<file path="config.mk">
export PLATFORM = sky130hd
export DESIGN_NAME = lfsr_run_ctrl_flat
export DESIGN_NICKNAME = d
export VERILOG_FILES = /design/src/rtl/lfsr_run_ctrl_if.sv /design/src/rtl/lfsr_run_ctrl.sv /design/src/flat_wrapper.sv
export SDC_FILE = /design/constraint.sdc
export NUM_CORES = 1
export LEC_CHECK = 0
export CELL_PAD_IN_SITES_DETAIL_PLACEMENT = 0
export CELL_PAD_IN_SITES_GLOBAL_PLACEMENT = 1
export CORE_ASPECT_RATIO = 0.7
export CORE_MARGIN = 10
export CORE_UTILIZATION = 47
export CTS_CLUSTER_SIZE = 25
export DETAILED_ROUTE_END_ITERATION = 16
export GPL_TIMING_DRIVEN = 0
export HOLD_SLACK_MARGIN = 0.15
export MAX_ROUTING_LAYER = met4
export PLACE_DENSITY_LB_ADDON = 0.1
export SKIP_CTS_REPAIR_TIMING = 1
export SYNTH_ARGS = -nofsm -noshare
export SYNTH_HDL_FRONTEND = slang
export SYNTH_SLANG_ARGS = --single-unit
export TNS_END_PERCENT = 100
</file>
<file path="constraint.sdc">
create_clock -name clk -period 3.7 [get_ports clk]
set_input_delay 1.11 -clock clk [delete_from_list [all_inputs] [get_ports clk]]
set_output_delay 1.11 -clock clk [all_outputs]
set_load 0.02 [all_outputs]
</file>
<file path="src/rtl/lfsr_run_ctrl_if.sv">
// Command/status bundle between the lab control logic, the run controller
// and the LFSR it sequences.
//   start, mode, n_steps : command (mode 0 = run n_steps, 1 = measure period)
//   pause, abort         : level controls for the running command
//   lfsr_q               : registered LFSR state fed back to the controller
//   sh_en                : shift enable to the LFSR, one pulse per step
//   busy, done           : activity level and end-of-command pulse
//   result, status       : command outcome, held until the next command ends
interface lfsr_run_ctrl_if #(
    parameter int WIDTH = 13
);
    logic             start;
    logic             mode;
    logic [15:0]      n_steps;
    logic             pause;
    logic             abort;
    logic [WIDTH-1:0] lfsr_q;
    logic             sh_en;
    logic             busy;
    logic             done;
    logic [15:0]      result;
    logic [1:0]       status;

    modport master (
        output start, mode, n_steps, pause, abort, lfsr_q,
        input  sh_en, busy, done, result, status
    );

    modport slave (
        input  start, mode, n_steps, pause, abort, lfsr_q,
        output sh_en, busy, done, result, status
    );
endinterface

</file>
<file path="src/rtl/lfsr_run_ctrl.sv">
// Sequencer for a 13-bit XNOR LFSR. Owns the LFSR shift enable and watches
// its registered state. Mode 0 performs n_steps shifts and returns the final
// state; mode 1 captures the current state and shifts until it recurs,
// returning the step count (or timing out after MAX_STEPS).
// Ports:
//   clk  : system clock, rising edge
//   rst  : asynchronous, active-high reset
//   bus  : command/status interface (slave side), see lfsr_run_ctrl_if
module lfsr_run_ctrl #(
    parameter int WIDTH     = 13,
    parameter int Q_LAT     = 2,
    parameter int MAX_STEPS = 8192
) (
    input logic          clk,
    input logic          rst,
    lfsr_run_ctrl_if.slave bus
);
    typedef enum logic [2:0] {
        IDLE, SETTLE, CAPTURE, SHIFT, WAIT, CHECK, DONE
    } state_t;

    localparam logic [2:0]  DLY_LAST  = 3'(Q_LAT - 1);
    localparam logic [15:0] MAX_CNT   = 16'(MAX_STEPS);
    localparam logic [1:0]  ST_OK     = 2'b00;
    localparam logic [1:0]  ST_TIMEOUT = 2'b01;
    localparam logic [1:0]  ST_ABORT  = 2'b10;

    state_t           state, state_n;
    logic [2:0]       dly, dly_n;
    logic [15:0]      cnt, cnt_n;
    logic [WIDTH-1:0] ref_q, ref_n;
    logic             mode_r, mode_n;
    logic [15:0]      nsteps_r, nsteps_n;
    logic [15:0]      result_r, result_n;
    logic [1:0]       status_r, status_n;
    logic             sh_en, done;

    always_ff @(posedge clk or posedge rst) begin
        if (rst) begin
            state    <= IDLE;
            dly      <= '0;
            cnt      <= '0;
            ref_q    <= '0;
            mode_r   <= 1'b0;
            nsteps_r <= '0;
            result_r <= '0;
            status_r <= '0;
        end else begin
            state    <= state_n;
            dly      <= dly_n;
            cnt      <= cnt_n;
            ref_q    <= ref_n;
            mode_r   <= mode_n;
            nsteps_r <= nsteps_n;
            result_r <= result_n;
            status_r <= status_n;
        end
    end

    always_comb begin
        state_n  = state;
        dly_n    = dly;
        cnt_n    = cnt;
        ref_n    = ref_q;
        mode_n   = mode_r;
        nsteps_n = nsteps_r;
        result_n = result_r;
        status_n = status_r;
        sh_en    = 1'b0;
        done     = 1'b0;

        case (state)
            IDLE: begin
                if (bus.start) begin
                    mode_n   = bus.mode;
                    nsteps_n = bus.n_steps;
                    cnt_n    = '0;
                    dly_n    = '0;
                    state_n  = SETTLE;
                end
            end
            SETTLE: begin
                if (dly == DLY_LAST) begin
                    dly_n   = '0;
                    state_n = CAPTURE;
                end else begin
                    dly_n = dly + 3'd1;
                end
            end
            CAPTURE: begin
                ref_n = bus.lfsr_q;
                if (!mode_r && nsteps_r == '0) begin
                    result_n = 16'(bus.lfsr_q);
                    status_n = ST_OK;
                    state_n  = DONE;
                end else if (!bus.pause) begin
                    state_n = SHIFT;
                end
            end
            SHIFT: begin
                sh_en   = 1'b1;
                cnt_n   = cnt + 16'd1;
                dly_n   = '0;
                state_n = WAIT;
            end
            WAIT: begin
                if (dly == DLY_LAST) begin
                    dly_n   = '0;
                    state_n = CHECK;
                end else begin
                    dly_n = dly + 3'd1;
                end
            end
            CHECK: begin
                if (!mode_r && cnt == nsteps_r) begin
                    result_n = 16'(bus.lfsr_q);
                    status_n = ST_OK;
                    state_n  = DONE;
                end else if (mode_r && bus.lfsr_q == ref_q) begin
                    result_n = cnt;
                    status_n = ST_OK;
                    state_n  = DONE;
                end else if (mode_r && cnt == MAX_CNT) begin
                    result_n = cnt;
                    status_n = ST_TIMEOUT;
                    state_n  = DONE;
                end else if (!bus.pause) begin
                    state_n = SHIFT;
                end
            end
            DONE: begin
                done    = 1'b1;
                state_n = IDLE;
            end
            default: state_n = IDLE;
        endcase

        // Abort overrides whatever the state decided above, including a
        // completing CHECK and a SHIFT (which then neither pulses nor counts).
        if (bus.abort && state != IDLE && state != DONE) begin
            sh_en    = 1'b0;
            cnt_n    = cnt;
            result_n = cnt;
            status_n = ST_ABORT;
            state_n  = DONE;
        end
    end

    assign bus.sh_en  = sh_en;
    assign bus.done   = done;
    assign bus.busy   = (state != IDLE);
    assign bus.result = result_r;
    assign bus.status = status_r;
endmodule

</file>
<file path="src/flat_wrapper.sv">
// flat-port wrapper written by rule: the top's interface ports become plain ports
module lfsr_run_ctrl_flat 
#(
    parameter int WIDTH     = 13,
    parameter int Q_LAT     = 2,
    parameter int MAX_STEPS = 8192
)
  (clk, rst, bus_start, bus_mode, bus_n_steps, bus_pause, bus_abort, bus_lfsr_q, bus_sh_en, bus_busy, bus_done, bus_result, bus_status);
  lfsr_run_ctrl_if #(.WIDTH(WIDTH)) bus_i ();
  input logic clk;
  input logic rst;
  input wire logic [$bits(bus_i.start)-1:0] bus_start;
  input wire logic [$bits(bus_i.mode)-1:0] bus_mode;
  input wire logic [$bits(bus_i.n_steps)-1:0] bus_n_steps;
  input wire logic [$bits(bus_i.pause)-1:0] bus_pause;
  input wire logic [$bits(bus_i.abort)-1:0] bus_abort;
  input wire logic [$bits(bus_i.lfsr_q)-1:0] bus_lfsr_q;
  output wire logic [$bits(bus_i.sh_en)-1:0] bus_sh_en;
  output wire logic [$bits(bus_i.busy)-1:0] bus_busy;
  output wire logic [$bits(bus_i.done)-1:0] bus_done;
  output wire logic [$bits(bus_i.result)-1:0] bus_result;
  output wire logic [$bits(bus_i.status)-1:0] bus_status;
  assign bus_i.start = bus_start;
  assign bus_i.mode = bus_mode;
  assign bus_i.n_steps = bus_n_steps;
  assign bus_i.pause = bus_pause;
  assign bus_i.abort = bus_abort;
  assign bus_i.lfsr_q = bus_lfsr_q;
  assign bus_sh_en = bus_i.sh_en;
  assign bus_busy = bus_i.busy;
  assign bus_done = bus_i.done;
  assign bus_result = bus_i.result;
  assign bus_status = bus_i.status;
  lfsr_run_ctrl #(.WIDTH(WIDTH), .Q_LAT(Q_LAT), .MAX_STEPS(MAX_STEPS)) u_core (.clk(clk), .rst(rst), .bus(bus_i));
endmodule
</file>
# [After elaboration in Yosys (flattened, before gate mapping)]
# Cells that the tools add are included.
[word_totals] reg_bits=70 input_bits=35 out_inout_bits=21 word_cells=77
[classes] n_addsub=2 eq_ne=17 mux=30 bitwise_logic=1 reduce_logical=19
[op_table] operator="two-way mux 16 bit" n=6
[op_table] operator="case mux 16 bit (2 select lines)" n=2
[op_table] operator="two-way mux 3 bit" n=11
[op_table] operator="case mux 3 bit (6 select lines)" n=1
[op_table] operator="adder 16 x 1 -> 16 bit (second input constant)" n=1
[op_table] operator="== test 16 x 14 -> 1 bit (second input constant)" n=1
[op_table] operator="== test 16 bit" n=1
[op_table] operator="zero test 16 bit" n=1
[op_table] operator="== test 13 bit" n=1
[op_table] operator="two-way mux 2 bit" n=5
[op_table] operator="== test 3 bit (second input constant)" n=3
[op_table] operator="!= test 3 x 1 -> 1 bit (second input constant)" n=3
[op_table] operator="case mux 3 bit (3 select lines)" n=1
[op_table] operator="AND reduction 3 bit" n=3
[op_table] operator="nonzero test 3 bit" n=3
[op_table] operator="== test 3 x 1 -> 1 bit (second input constant)" n=2
[op_table] operator="== test 3 x 2 -> 1 bit (second input constant)" n=2
[op_table] operator="logical AND 1 bit" n=6
[op_table] operator="!= test 5 x 1 -> 1 bit (second input constant)" n=1
[op_table] operator="case mux 2 bit (2 select lines)" n=1
[op_table] operator="AND reduction 2 bit" n=2
[op_table] operator="adder 3 x 1 -> 3 bit (second input constant)" n=1
[op_table] operator="zero test 3 bit" n=1
[op_table] operator="two-way mux 1 bit" n=3
[op_table] operator="other kinds (7)" n=7

# [Depth between registers and ports, before layout]
[depth] ltp_word=7 depth_mapped=9 mapped_depth_nobuf=8

# [Worst setup path after synthesis]
# OpenSTA, ideal clock, no wires.
[synth_path] path_type="input-to-output" from="input bus_abort" to="output bus_sh_en" arrival_ns=1.838 required_ns=2.590 slack_ns=0.752 path_stages=3 path_buffers=2 cell_sequence="clkbuf_1 > and4bb_2 > buf_2"
[synth_between] elab_chain_cells=3
[synth_rtl] element="start: declaration" line="flat_wrapper.sv:16" text="input wire logic [$bits(bus_i.abort)-1:0] bus_abort;"
[synth_rtl] element="logical AND 1 bit (2 in series)" line="lfsr_run_ctrl.sv:140" text="if (bus.abort && state != IDLE && state != DONE) begin"
[synth_rtl] element="two-way mux 1 bit" line="lfsr_run_ctrl.sv:140"
[synth_rtl] element="end: declaration" line="flat_wrapper.sv:18" text="output wire logic [$bits(bus_i.sh_en)-1:0] bus_sh_en;"
# No other way between the ends.

# [Worst setup path in the final report]
# Ends and elaborated chain as after synthesis.

==> metrics.md <==
| Metric | Value |
|---|---|
| Fin Setup TNS | `0 ns` |
| Max Clk Rate | `0.277 GHz` |
| WL/cell | `18.8 um` |
| Minimum clock period | `3.62 ns` |
| Yosys cell types | `54` |
| Post-synth top cells | `dfrtp_1, mux2_2, xnor2_1, nor2_1, nand2_1` |
| Starting density of the core | `48.5%` |
| Clk sinks | `70` |
| Vias per cell | `5.46` |
| Area fraction of the dominant cell type after synthesis | `45.7%` |
| Yosys warns | `0` |
| Cells after Synth | `340` |
| R2r startpoint | `u_core.cnt[6]` |
| Setup Viol. Count Final | `0` |
| R2r setup slk | `1.06 ns` |
| Pins Over Slew Limit | `0` |
| Max Root-Sink Buffers | `2` |
| Drt total wl | `9.59 mm` |
| Final Power | `3.82 mW` |
| Placement Cell Area | `4510 um2` |
| Filler Cells Inserted | `677` |
| CTS root buffer | `clkbuf_16` |
| Final cell count without fillers | `511` |
| Min-delay src | `u_core.bus.result[10]` |
| Die Y | `95.6 um` |
| Outcome | `complete, no violations` |
| Synthesis-to-finish area growth | `25.7%` |
| Drt first pass iters | `4` |
| CP Capture Type | `primary output` |
| Area contributors post-synth | `dfrtp_1, mux2_2, xnor2_1` |
| Clock skew | `0.00544 ns` |
| Top-count cell post-synth | `dfrtp_1` |
| Total gr overflow | `0` |
| CTS tree | `yes` |
| Final hold violation count | `0` |
| Num CTS Buffers | `9` |
| Vias in the first global route | `2820` |
| Worst-path maximum fanout | `10` |
| Req. time, crit path | `2.59 ns` |
| Max_slew headroom | `42.2%` |
| Synth Area per Inst | `11.3 um2` |
| H-Tree Level Count | `3` |
| EDFF count, synth | `0` |
| Global Route Usage Sum | `16.9%` |
| Min-Delay Path Class | `flip-flop to flip-flop` |
| Largest area contributor in the netlist | `dfrtp_1` |
| Drt drc | `0` |
| Worst Path Arrival | `2.51 ns` |
| Yosys reg bits | `70` |
| Placed cell count | `496` |
| Async SR Flop Fraction | `100%` |
| Hold path endpoint | `u_core.bus.result[10]` |
| Clock insertion delay at the later pin of the skew report | `0.34 ns` |
| Sequential fraction of the synthesis area | `45.7%` |
| Worst Hold Path Cells | `1` |
| Max-cap violations | `0` |
| PortBufs | `55` |
| I/O Pins | `56` |
| Die area | `12200 um2` |
| Unrepaired setup endpoints after global routing | `false` |
| Via count | `2792` |
| Ys flop type | `dfrtp_1` |
| ANT nets after route | `0` |
| HPWL Detailed | `6.96 mm` |
| Reg clk slew, reported paths | `0.06 ns` |
| Worst slew pin tran | `0.866 ns` |
| Fin nets | `443` |
| Rows | `27` |
| Leakage power total | `1.99 nW` |
| Synth Cell Area | `3830 um2` |
| Largest net degree at the start of global routing | `71` |
| R2R depth | `7` |
| Tcrit/Tclk final | `97.7%` |
| Critical path startpoint category | `input port` |
| R2r endpoint | `u_core.bus.result[1]` |
| Initial drt markers | `199` |
| Pwr Density | `793 nW/um2` |
| Critical path class | `input port to primary output` |
| Routability Congestion | `0.862` |
| Share of cells above drive strength 1 | `24.4%` |
| Antenna violations before repair | `0` |
| Design Area, Final | `4820 um2` |
| Core area | `7910 um2` |
| Fin Hold WS | `0.505 ns` |
| Die span in x | `128 um` |
| Syn_nets | `377` |
| # diodes | `0` |
| First-pass GRT wire length | `15.4 mm` |
| Worst vdd ir | `0.476 mV` |
[logic make-up (layout without fill, tap and decap cells)]
family / count (synthesis) / after routing / share of synthesized area, %
compound gates: 43 / 43 / 8.22
fa+ha+maj: 2 / 2 / 0.652
xor+xnor: 41 / 41 / 9.36
mux: 59 / 59 / 17.9
simple gates: 94 / 94 / 14.2
flops: 70 / 70 / 45.7
buf+inv: 31 / 101 / 3.98
[final cells by class]
| class | instances | area [um2] | area share [%] |
|---|---|---|---|
| multi-input cells | 239 | 1930 | 40.0 |
| clock buffers | 12 | 267 | 5.53 |
| clock inverters | 3 | 42.5 | 0.882 |
| plain buffers | 21 | 119 | 2.46 |
| inverters | 10 | 40.0 | 0.830 |
| flip-flops and latches | 70 | 1750 | 36.3 |
| repair buffers | 55 | 546 | 11.3 |
| well taps | 101 | 126 | 2.62 |
[per-layer routing]
layer | part of all wire [%] | global-route usage (%)
met4 | 1.3 | 5.70
met5 | 0 | -
met2 | 41 | 22.1
met1 | 52 | 24.0
met3 | 6.2 | 4.93
[where the power goes]
group | switching, mW | internal (mW)
Combinational | 0.753 | 0.890
Clock | 0.324 | 0.572
Sequential | 0.236 | 1.05
Total | 1.31 | 2.51
[worst max-delay path, cell delays in order]
cell,delay (ns)
clkdlybuf4s50_1,0.41
clkbuf_2,0.20
and4bb_2,0.36
clkbuf_4,0.22
clkbuf_2,0.19
[sequential cells by signal, summed over array words and instances (netlist names)]
name               cells
u_core.nsteps_r       16
u_core.mode_r          1
u_core.cnt            16
u_core.state           3
u_core.ref_q          13
u_core.bus.result     16
u_core.bus.status      2
u_core.dly             3
[stage by stage]
stage	worst slack, ns	util, %
finish	0.0838	61.0
global route	0.0237	61.0
CTS	-0.466	61.0
detailed placement	-0.456	57.1
global placement	-0.445	57.1
floorplan	0.752	-
[how the worst max path moves through the flow]
| stage | endpoint | start | cells after the start | slack [ns] |
|---|---|---|---|---|
| final | bus_sh_en | bus_abort | 5 | 0.08 |
| after global placement | u_core.dly[0] | rst | 2 | -0.45 |
| after floorplan | bus_sh_en | bus_abort | 3 | 0.75 |
| after global routing | bus_sh_en | bus_abort | 5 | 0.02 |
| after detailed placement | bus_sh_en | bus_abort | 5 | -0.46 |
| after CTS | bus_sh_en | bus_abort | 5 | -0.47 |
[cell usage in the layout (no fill, tap or decap), types with 3 or more instances in the layout]
cell type / Yosys / final
nor3b_2: 3 / 3
xor2_1: 9 / 9
mux2_2: 46 / 46
nand2b_1: 4 / 4
clkbuf_1: 5 / 4
clkbuf_2: 1 / 3
a21o_1: 4 / 4
dfrtp_1: 70 / 70
nor4_1: 5 / 5
o21ai_0: 11 / 11
or3_1: 4 / 4
nand3_1: 7 / 7
xnor2_1: 32 / 32
inv_1: 10 / 9
mux2_1: 3 / 3
clkbuf_16: 0 / 9
nand2_1: 14 / 14
nor2_1: 23 / 23
mux2i_1: 3 / 3
a21oi_1: 12 / 12
clkbuf_8: 0 / 3
nor3_1: 7 / 7
buf_2: 12 / 11
mux2_4: 7 / 7
nand4_1: 11 / 11
clkdlybuf4s50_1: 0 / 54
(Power assumes the default switching activity.)
